$ cat src/rtl/apb_master_param_if.sv
// Command, response and APB bus bundle for apb_master_param.
// The master modport is the DUT view; slave is the controller/peripheral side.
interface apb_master_param_if #(
  parameter int ADDR_W = 32,
  parameter int DATA_W = 32
);
  localparam int STRB_W = DATA_W / 8;

  logic              cmd_valid_i;
  logic              cmd_ready_o;
  logic              cmd_write_i;
  logic [ADDR_W-1:0] cmd_addr_i;
  logic [DATA_W-1:0] cmd_wdata_i;
  logic [STRB_W-1:0] cmd_strb_i;

  logic              rsp_valid_o;
  logic              rsp_ready_i;
  logic [DATA_W-1:0] rsp_rdata_o;
  logic              rsp_err_o;
  logic              rsp_timeout_o;

  logic              psel_o;
  logic              penable_o;
  logic [ADDR_W-1:0] paddr_o;
  logic              pwrite_o;
  logic [DATA_W-1:0] pwdata_o;
  logic [STRB_W-1:0] pstrb_o;
  logic              pready_i;
  logic [DATA_W-1:0] prdata_i;
  logic              pslverr_i;

  modport master (
    input  cmd_valid_i, cmd_write_i, cmd_addr_i, cmd_wdata_i, cmd_strb_i,
    input  rsp_ready_i, pready_i, prdata_i, pslverr_i,
    output cmd_ready_o, rsp_valid_o, rsp_rdata_o, rsp_err_o, rsp_timeout_o,
    output psel_o, penable_o, paddr_o, pwrite_o, pwdata_o, pstrb_o
  );

  modport slave (
    output cmd_valid_i, cmd_write_i, cmd_addr_i, cmd_wdata_i, cmd_strb_i,
    output rsp_ready_i, pready_i, prdata_i, pslverr_i,
    input  cmd_ready_o, rsp_valid_o, rsp_rdata_o, rsp_err_o, rsp_timeout_o,
    input  psel_o, penable_o, paddr_o, pwrite_o, pwdata_o, pstrb_o
  );
endinterface

$ cat src/rtl/apb_master_param.sv
// Parametrised APB4 master: one command in, SETUP/ACCESS on APB, one response out.
// Supports byte strobes, PSLVERR capture, an ACCESS timeout and response backpressure.
module apb_master_param #(
  parameter int ADDR_W  = 32,
  parameter int DATA_W  = 32,
  parameter int TIMEOUT = 16
) (
  input  logic                clk,
  input  logic                reset,
  apb_master_param_if.master  bus
);
  localparam int STRB_W = DATA_W / 8;
  localparam int CNT_W  = (TIMEOUT > 1) ? $clog2(TIMEOUT) : 1;
  localparam int TO_LAST_I = (TIMEOUT > 0) ? TIMEOUT - 1 : 0;
  localparam logic [CNT_W-1:0] TO_LAST = TO_LAST_I[CNT_W-1:0];

  typedef enum logic [1:0] {IDLE, SETUP, ACCESS, RESP} state_t;

  state_t            state, state_nxt;
  logic [CNT_W-1:0]  cnt, cnt_nxt;

  logic              psel_q, penable_q, pwrite_q, rsp_valid_q, rsp_err_q, rsp_to_q;
  logic [ADDR_W-1:0] paddr_q;
  logic [DATA_W-1:0] pwdata_q, rsp_rdata_q;
  logic [STRB_W-1:0] pstrb_q;

  logic              pwrite_nxt, rsp_err_nxt, rsp_to_nxt;
  logic [ADDR_W-1:0] paddr_nxt;
  logic [DATA_W-1:0] pwdata_nxt, rsp_rdata_nxt;
  logic [STRB_W-1:0] pstrb_nxt;

  always_comb begin
    state_nxt     = state;
    cnt_nxt       = cnt;
    paddr_nxt     = paddr_q;
    pwrite_nxt    = pwrite_q;
    pwdata_nxt    = pwdata_q;
    pstrb_nxt     = pstrb_q;
    rsp_rdata_nxt = rsp_rdata_q;
    rsp_err_nxt   = rsp_err_q;
    rsp_to_nxt    = rsp_to_q;

    unique case (state)
      IDLE: begin
        if (bus.cmd_valid_i) begin
          state_nxt  = SETUP;
          paddr_nxt  = bus.cmd_addr_i;
          pwrite_nxt = bus.cmd_write_i;
          // Reads drive no strobes and leave the old write data on the bus.
          if (bus.cmd_write_i) begin
            pwdata_nxt = bus.cmd_wdata_i;
            pstrb_nxt  = bus.cmd_strb_i;
          end else begin
            pstrb_nxt  = '0;
          end
        end
      end
      SETUP: state_nxt = ACCESS;
      ACCESS: begin
        // A ready slave beats the timeout when both land on the same cycle.
        if (bus.pready_i) begin
          state_nxt     = RESP;
          cnt_nxt       = '0;
          rsp_rdata_nxt = pwrite_q ? '0 : bus.prdata_i;
          rsp_err_nxt   = bus.pslverr_i;
          rsp_to_nxt    = 1'b0;
        end else if (TIMEOUT > 0 && cnt == TO_LAST) begin
          state_nxt     = RESP;
          cnt_nxt       = '0;
          rsp_rdata_nxt = '0;
          rsp_err_nxt   = 1'b1;
          rsp_to_nxt    = 1'b1;
        end else if (TIMEOUT > 0) begin
          cnt_nxt = cnt + CNT_W'(1);
        end
      end
      RESP: begin
        cnt_nxt = '0;
        if (bus.rsp_ready_i) state_nxt = IDLE;
      end
      default: state_nxt = IDLE;
    endcase
  end

  // Bus-phase outputs are registered from the next state so they line up with it.
  always_ff @(posedge clk) begin
    if (!reset) begin
      state       <= IDLE;
      cnt         <= '0;
      psel_q      <= 1'b0;
      penable_q   <= 1'b0;
      pwrite_q    <= 1'b0;
      rsp_valid_q <= 1'b0;
      rsp_err_q   <= 1'b0;
      rsp_to_q    <= 1'b0;
      paddr_q     <= '0;
      pwdata_q    <= '0;
      pstrb_q     <= '0;
      rsp_rdata_q <= '0;
    end else begin
      state       <= state_nxt;
      cnt         <= cnt_nxt;
      psel_q      <= (state_nxt == SETUP) || (state_nxt == ACCESS);
      penable_q   <= (state_nxt == ACCESS);
      rsp_valid_q <= (state_nxt == RESP);
      pwrite_q    <= pwrite_nxt;
      paddr_q     <= paddr_nxt;
      pwdata_q    <= pwdata_nxt;
      pstrb_q     <= pstrb_nxt;
      rsp_rdata_q <= rsp_rdata_nxt;
      rsp_err_q   <= rsp_err_nxt;
      rsp_to_q    <= rsp_to_nxt;
    end
  end

  assign bus.cmd_ready_o   = (state == IDLE);
  assign bus.psel_o        = psel_q;
  assign bus.penable_o     = penable_q;
  assign bus.paddr_o       = paddr_q;
  assign bus.pwrite_o      = pwrite_q;
  assign bus.pwdata_o      = pwdata_q;
  assign bus.pstrb_o       = pstrb_q;
  assign bus.rsp_valid_o   = rsp_valid_q;
  assign bus.rsp_rdata_o   = rsp_rdata_q;
  assign bus.rsp_err_o     = rsp_err_q;
  assign bus.rsp_timeout_o = rsp_to_q;
endmodule

$ cat src/flat_wrapper.sv
// flat-port wrapper written by rule: the top's interface ports become plain ports
module apb_master_param_flat 
#(
  parameter int ADDR_W  = 32,
  parameter int DATA_W  = 32,
  parameter int TIMEOUT = 16
)
  (clk, reset, bus_cmd_valid_i, bus_cmd_write_i, bus_cmd_addr_i, bus_cmd_wdata_i, bus_cmd_strb_i, bus_rsp_ready_i, bus_pready_i, bus_prdata_i, bus_pslverr_i, bus_cmd_ready_o, bus_rsp_valid_o, bus_rsp_rdata_o, bus_rsp_err_o, bus_rsp_timeout_o, bus_psel_o, bus_penable_o, bus_paddr_o, bus_pwrite_o, bus_pwdata_o, bus_pstrb_o);
  apb_master_param_if #(.ADDR_W(ADDR_W), .DATA_W(DATA_W)) bus_i ();
  input  logic clk;
  input  logic reset;
  input wire logic [$bits(bus_i.cmd_valid_i)-1:0] bus_cmd_valid_i;
  input wire logic [$bits(bus_i.cmd_write_i)-1:0] bus_cmd_write_i;
  input wire logic [$bits(bus_i.cmd_addr_i)-1:0] bus_cmd_addr_i;
  input wire logic [$bits(bus_i.cmd_wdata_i)-1:0] bus_cmd_wdata_i;
  input wire logic [$bits(bus_i.cmd_strb_i)-1:0] bus_cmd_strb_i;
  input wire logic [$bits(bus_i.rsp_ready_i)-1:0] bus_rsp_ready_i;
  input wire logic [$bits(bus_i.pready_i)-1:0] bus_pready_i;
  input wire logic [$bits(bus_i.prdata_i)-1:0] bus_prdata_i;
  input wire logic [$bits(bus_i.pslverr_i)-1:0] bus_pslverr_i;
  output wire logic [$bits(bus_i.cmd_ready_o)-1:0] bus_cmd_ready_o;
  output wire logic [$bits(bus_i.rsp_valid_o)-1:0] bus_rsp_valid_o;
  output wire logic [$bits(bus_i.rsp_rdata_o)-1:0] bus_rsp_rdata_o;
  output wire logic [$bits(bus_i.rsp_err_o)-1:0] bus_rsp_err_o;
  output wire logic [$bits(bus_i.rsp_timeout_o)-1:0] bus_rsp_timeout_o;
  output wire logic [$bits(bus_i.psel_o)-1:0] bus_psel_o;
  output wire logic [$bits(bus_i.penable_o)-1:0] bus_penable_o;
  output wire logic [$bits(bus_i.paddr_o)-1:0] bus_paddr_o;
  output wire logic [$bits(bus_i.pwrite_o)-1:0] bus_pwrite_o;
  output wire logic [$bits(bus_i.pwdata_o)-1:0] bus_pwdata_o;
  output wire logic [$bits(bus_i.pstrb_o)-1:0] bus_pstrb_o;
  assign bus_i.cmd_valid_i = bus_cmd_valid_i;
  assign bus_i.cmd_write_i = bus_cmd_write_i;
  assign bus_i.cmd_addr_i = bus_cmd_addr_i;
  assign bus_i.cmd_wdata_i = bus_cmd_wdata_i;
  assign bus_i.cmd_strb_i = bus_cmd_strb_i;
  assign bus_i.rsp_ready_i = bus_rsp_ready_i;
  assign bus_i.pready_i = bus_pready_i;
  assign bus_i.prdata_i = bus_prdata_i;
  assign bus_i.pslverr_i = bus_pslverr_i;
  assign bus_cmd_ready_o = bus_i.cmd_ready_o;
  assign bus_rsp_valid_o = bus_i.rsp_valid_o;
  assign bus_rsp_rdata_o = bus_i.rsp_rdata_o;
  assign bus_rsp_err_o = bus_i.rsp_err_o;
  assign bus_rsp_timeout_o = bus_i.rsp_timeout_o;
  assign bus_psel_o = bus_i.psel_o;
  assign bus_penable_o = bus_i.penable_o;
  assign bus_paddr_o = bus_i.paddr_o;
  assign bus_pwrite_o = bus_i.pwrite_o;
  assign bus_pwdata_o = bus_i.pwdata_o;
  assign bus_pstrb_o = bus_i.pstrb_o;
  apb_master_param #(.ADDR_W(ADDR_W), .DATA_W(DATA_W), .TIMEOUT(TIMEOUT)) u_core (.clk(clk), .reset(reset), .bus(bus_i));
endmodule
$ cat config.mk
export PLATFORM = sky130hd
export DESIGN_NAME = apb_master_param_flat
export DESIGN_NICKNAME = d
export VERILOG_FILES = /design/src/rtl/apb_master_param_if.sv /design/src/rtl/apb_master_param.sv /design/src/flat_wrapper.sv
export SDC_FILE = /design/constraint.sdc
export NUM_CORES = 1
export LEC_CHECK = 0
export BUFFER_PORTS_ARGS = -buffer_cell sky130_fd_sc_hd__buf_4
export CORE_AREA = 2 2 100 102
export DETAILED_ROUTE_END_ITERATION = 10
export DIE_AREA = 0 0 102 104
export PLACE_DENSITY = 0.9
export RECOVER_POWER = 50
export SKIP_LAST_GASP = 1
export SLEW_MARGIN = 20
export SYNTH_ARGS = -nofsm -noshare
export SYNTH_HDL_FRONTEND = slang
export SYNTH_SLANG_ARGS = --single-unit
$ cat constraint.sdc
create_clock -name clk -period 1.9 [get_ports clk]
set_clock_uncertainty 0.2 [all_clocks]
set_input_delay 0 -clock clk [delete_from_list [all_inputs] [get_ports clk]]
set_output_delay 0 -clock clk [all_outputs]
set_load 0.01 [all_outputs]
**After elaboration in Yosys (flattened, before gate mapping)**

Cells that the tools add are included.

- Add/sub/neg operators: 1
- Eq/ne operators: 7
- Mux-type cells: 15
- Reductions and logical operators: 7

Operators with widths:

| kind | count |
|---|---|
| two-way mux 32 bit | 3 |
| two-way mux 4 bit | 3 |
| equality test 2 bit, second input constant | 4 |
| two-way mux 2 bit | 4 |
| one-hot mux 2 bit (4 select lines) | 1 |
| one-hot mux 4 bit (2 select lines) | 1 |
| adder 4 x 1 -> 4 bit, second input constant | 1 |
| equality test 2 x 1 -> 1 bit, second input constant | 2 |
| equality test 4 bit, second input constant | 1 |
| AND reduction 2 bit | 2 |
| nonzero test 2 bit | 2 |
| two-way mux 1 bit | 3 |
| AND reduction 3 bit | 1 |
| zero test 2 bit | 1 |
| logical OR 1 bit | 1 |

- Register bits: 112
- Input bits: 107
- Output and inout port bits: 107
- Logic and storage cells: 42

**Longest topological paths before layout**

- Depth in word-level cells: 6
- Depth in mapped cells: 7
- Mapped depth without buffers: 6

**Worst setup path before layout**

Ideal clock, no wire load.

- Path type: register to register
- Start point: register u_core.state[0]
- End point: register u_core.penable_q (netlist: u_core.bus.penable_o)
- Setup time: 0.115 ns
- Arrival: 1.427 ns
- Required time: 1.585 ns
- Slack: 0.158 ns
- Cell stages (with the launch flop): 8
- Path buffers: 2
- Clock period less this slack: 1.742 ns
- Path through: dfxtp_1 buf_6 or3b_1 buf_4 o221ai_1 inv_1 ha_1 and2_1

- Cells in the longest elaborated chain, start to end: 4
- Elaborated cells on any way between the ends: 10
- Classes of those cells: eq/ne (4); mux (5); reduce/logical (1)

Ends and longest elaborated chain:

| item | line | source |
|---|---|---|
| start, declared | apb_master_param.sv:19 | `state_t state, state_nxt;` |
| start signal, assigned | apb_master_param.sv:101 | `state <= state_nxt;` |
| two-way mux 2 bit | apb_master_param.sv:67 | `end else if (TIMEOUT > 0 && cnt == TO_LAST) begin` |
| two-way mux 2 bit | apb_master_param.sv:61 | `if (bus.pready_i) begin` |
| one-hot mux 2 bit (4 select lines) (*) | apb_master_param.sv:43 | `unique case (state)` |
| named net u_core.state_nxt[0] | apb_master_param.sv:19 |  |
| equality test 2 bit (*) | apb_master_param.sv:104 | `penable_q <= (state_nxt == ACCESS);` |
| end signal, assigned | apb_master_param.sv:104 |  |
| end, declared | apb_master_param.sv:22 | `logic psel_q, penable_q, pwrite_q, rsp_valid_q, rsp_err_q, rsp_to_q;` |

Mark *: on every way through the listed nets, which the timed path passes. The rest lies on a longest branch.
A chain may end at the register's enable or synchronous reset.

**Worst setup path in the final report**

- Start point: register u_core.cnt[1]
- End point: register u_core.rsp_rdata_q[19] (netlist: u_core.bus.rsp_rdata_o[19])

- Cells in the longest elaborated chain, start to end: 3

Ends and longest elaborated chain:

| item | line | source |
|---|---|---|
| start, declared | apb_master_param.sv:20 | `logic [CNT_W-1:0] cnt, cnt_nxt;` |
| start signal, assigned | apb_master_param.sv:102 | `cnt <= cnt_nxt;` |
| equality test 4 bit | apb_master_param.sv:67 |  |
| nonzero test 2 bit (no source line) | n/a |  |
| AND reduction 2 bit (no source line) | n/a |  |
| end signal, assigned | apb_master_param.sv:110 | `rsp_rdata_q <= rsp_rdata_nxt;` |
| end, declared | apb_master_param.sv:24 | `logic [DATA_W-1:0] pwdata_q, rsp_rdata_q;` |

No other way between the ends.

==> results.json <==
{
  "cpMostUsedCell": "buf_12",
  "placedCellCount": 819,
  "required_ns": 1.98,
  "grt_pass1_vias": 4896,
  "clk_pin_slew_ns": 0.10,
  "status": "finished, final reports clean",
  "die_y_um": 104,
  "final_max_slew_viol_count": 0,
  "syn2layout_area_growth_pct": 64.2,
  "cp_max_fo": 6,
  "dieArea_mm2": 0.0106,
  "hold_violations": 0,
  "num_vias": 4802,
  "p_clk_share_pct": 28.9,
  "drive_gt1_share_pct": 18.6,
  "synth_edf_count": 0,
  "max_cap_viol_count": 0,
  "synthArstFlopShare_pct": 0,
  "yosys_warnings": 0,
  "setup_violations": 0,
  "grt.overflow.total": 0,
  "dpl.hpwl_um": 8660,
  "min_path_type": "primary input to register",
  "antenna_left": 0,
  "numCtsBuffers": 9,
  "seq_area_frac_synth_pct": 53.3,
  "r2r-end": "u_core.bus.rsp_rdata_o[19]",
  "tightest_slew_ns": 0.655,
  "worstPathArrival_ns": 1.90,
  "syn_nets": 604,
  "synthFlopType": "dfxtp_1",
  "drc": 0,
  "insertion_delay_ns": 0.36,
  "crit_path_end_kind": "register",
  "start_util_pct": 44.1,
  "peakVddDrop_uv": 407,
  "num-fill-cells": 748,
  "cp_slowest_cell": "dfxtp_1",
  "cts-root-buf": "clkbuf_8",
  "rsz0062_at_grt": "false",
  "leakage_uw": 0.00272,
  "crit_chain": "ha_2 > a31oi_2 > buf_4 > nor2_4 > buf_12 > buf_12 > mux2i_2",
  "worst-setup-path-type": "register to register",
  "p_switching_uw": 1300,
  "grt_pass1_wl_um": 23100,
  "synth_cells": 494,
  "multi_input_area_mm2": 0.00177,
  "avgViaCountPerCell": 5.08,
  "dr.pass1.iters": 5,
  "hold_ws_ns": 0.0272,
  "worstReg2RegStart": "u_core.cnt[1]",
  "layout_min_cycle_time_ns": 1.83,
  "track_usage_pct": 27.6,
  "finalNetCount": 918,
  "internal-power_uw": 3650,
  "crit_start": "u_core.cnt[1]",
  "synth_area_per_cell_um2": 8.52,
  "final_cells": 946,
  "ff2ff_setup_slack_ns": 0.07,
  "antenna_found_initial": 0,
  "row_count": 36,
  "portBuffers": 213,
  "antenna_cells": 0,
  "ys_ff_latch": 112,
  "finalWeightedCongestion": 0.813,
  "reg2regPathDepth": 7,
  "routedWlPerCell_um": 16.3,
  "synth.distinct_cells": 34,
  "period_share_pct": 96.1,
  "numClockSinks": 112,
  "fin_setup_tns_ns": 0,
  "power_density_mw_per_mm2": 716,
  "drt_iter0_drc": 179,
  "ios": 214,
  "layout.area.seq_mm2": 0.00224,
  "h-tree-depth": 3,
  "die_w_um": 102,
  "start_kind": "register",
  "crit_path_max_incr_delay_ns": 0.39,
  "swShare_pct": 26.2,
  "maxClockFrequency_mhz": 548,
  "core_mm2": 0.00955,
  "clockBufferDepth": 2,
  "p_comb_share_pct": 19.9,
  "grt_max_degree": 44,
  "cts_tree": "done",
  "syn-cell-area_mm2": 0.00421,
  "maxSlewHeadroom_pct": 56.3,
  "routed_wl_um": 15400,
  "p_seq_share_pct": 51.2,
  "crit_end": "u_core.bus.rsp_rdata_o[19]"
}
## state kept, by name (all words and copies together), names as in the netlist
signal,count
u_core.bus.rsp_timeout_o,1
u_core.bus.pwrite_o,1
u_core.bus.pwdata_o,32
u_core.state,2
u_core.bus.rsp_err_o,1
u_core.bus.paddr_o,32
u_core.bus.rsp_rdata_o,32
u_core.bus.psel_o,1
u_core.bus.penable_o,1
u_core.bus.rsp_valid_o,1
u_core.bus.pstrb_o,4
u_core.cnt,4
## metrics by stage
stage / utilization (%) / area, um2 / total power [uW] / setup slack, ns
final: 72.4 / 6910 / 4950 / 0.0747
after floorplan: - / 4210 / 2980 / 0.158
after CTS: 75.6 / 7220 / 5010 / 0.0881
after global placement: 62.3 / 5950 / 3400 / 0.252
after detailed placement: 62.3 / 5950 / 3420 / 0.109
after global routing: 72.4 / 6910 / 5160 / 0.0160
## critical path, delay by kind of cell (launching register included)
family / cells / cell delay, ns
fa+ha+maj: 1 / 0.23
flops: 1 / 0.39
mux: 1 / 0.24
simple gates: 1 / 0.13
buf+inv: 3 / 0.44
compound gates: 1 / 0.12
## worst min-delay path by stage
stage | startpoint | to | slack, ns | depth (start not counted)
finish | bus_cmd_valid_i | u_core.bus.paddr_o[5] | 0.03 | 5
global route | bus_cmd_valid_i | u_core.bus.paddr_o[5] | 0.02 | 5
CTS | bus_cmd_valid_i | u_core.bus.paddr_o[8] | 0.008 | 5
detailed placement | bus_cmd_wdata_i[15] | u_core.bus.pwdata_o[15] | 0.06 | 3
global placement | bus_cmd_wdata_i[14] | u_core.bus.pwdata_o[14] | 0.05 | 3
floorplan | bus_cmd_addr_i[0] | u_core.bus.paddr_o[0] | -0.06 | 2
## cell type report
| type | count | area share (%) |
|---|---|---|
| Timing Repair Buffer | 339 | 36.5 |
| Sequential cell | 112 | 32.5 |
| Multi-Input combinational cell | 344 | 25.6 |
| Tap cell | 133 | 2.41 |
| Clock buffer | 13 | 2.30 |
| Clock inverter | 3 | 0.579 |
| Inverter | 2 | 0.109 |
## cell usage after synthesis (2+ instances only)
cell type | instances | share of area (%)
nand2_1 | 199 | 18
nand2b_1 | 3 | 0.45
buf_6 | 9 | 2.4
inv_1 | 2 | 0.18
mux2i_1 | 32 | 7.6
ha_1 | 3 | 0.89
and2_1 | 3 | 0.45
nor2_1 | 5 | 0.45
and3_1 | 2 | 0.30
clkbuf_1 | 15 | 1.3
dfxtp_1 | 112 | 53
a31oi_1 | 2 | 0.30
a21oi_1 | 71 | 8.4
nand3_1 | 6 | 0.71
buf_2 | 10 | 1.2
buf_4 | 2 | 0.36
## cells by family after synthesis
group / count (synthesis) / synth area share, %
simple gates: 231 / 22.9
fa+ha+maj: 3 / 0.892
mux: 32 / 7.61
buf+inv: 38 / 5.47
compound gates: 78 / 9.84
flops: 112 / 53.3
## placed cells by master, fill, tap and decap left out, types with 2 or more instances in the layout
| cell type | synthesis | layout |
|---|---|---|
| nand2_1 | 199 | 199 |
| and2_1 | 3 | 3 |
| clkbuf_16 | 0 | 2 |
| dfxtp_1 | 112 | 111 |
| clkbuf_1 | 15 | 108 |
| and3_1 | 2 | 2 |
| ha_1 | 3 | 2 |
| dlygate4sd3_1 | 0 | 107 |
| nand3_1 | 6 | 6 |
| buf_12 | 0 | 6 |
| buf_4 | 2 | 116 |
| clkinv_2 | 0 | 2 |
| clkbuf_8 | 0 | 11 |
| mux2i_1 | 32 | 31 |
| nand2b_1 | 3 | 3 |
| a21oi_1 | 71 | 71 |
| nor2_1 | 5 | 5 |
## power by group through the flow
stage	clock network (uW)	registers [uW]	logic [uW]
4_1_cts	1460	2530	1020
3_5_place_dp	0	2590	838
2_1_floorplan	0	2630	353
3_3_place_gp	0	2580	818
5_1_grt	1560	2540	1060
6_report	1430	2530	987
## per-layer routing
metal  part of all wire (%)  wire length, um  GRT usage (%)
met1                     36             5520           28.2
met2                     50             7710           47.7
met3                    9.1             1400           9.34
met4                    5.0              777           16.4
met5                      0                0              0
## what timing repair did
action | CTS | global route
setup endpoints to repair | 0 | 19
hold endpoints to repair | 109 | 0
resized for setup | 0 | 4
buffers inserted | 0 | 1
hold buffers | 107 | 0
Power figures use the tool's default switching activity.
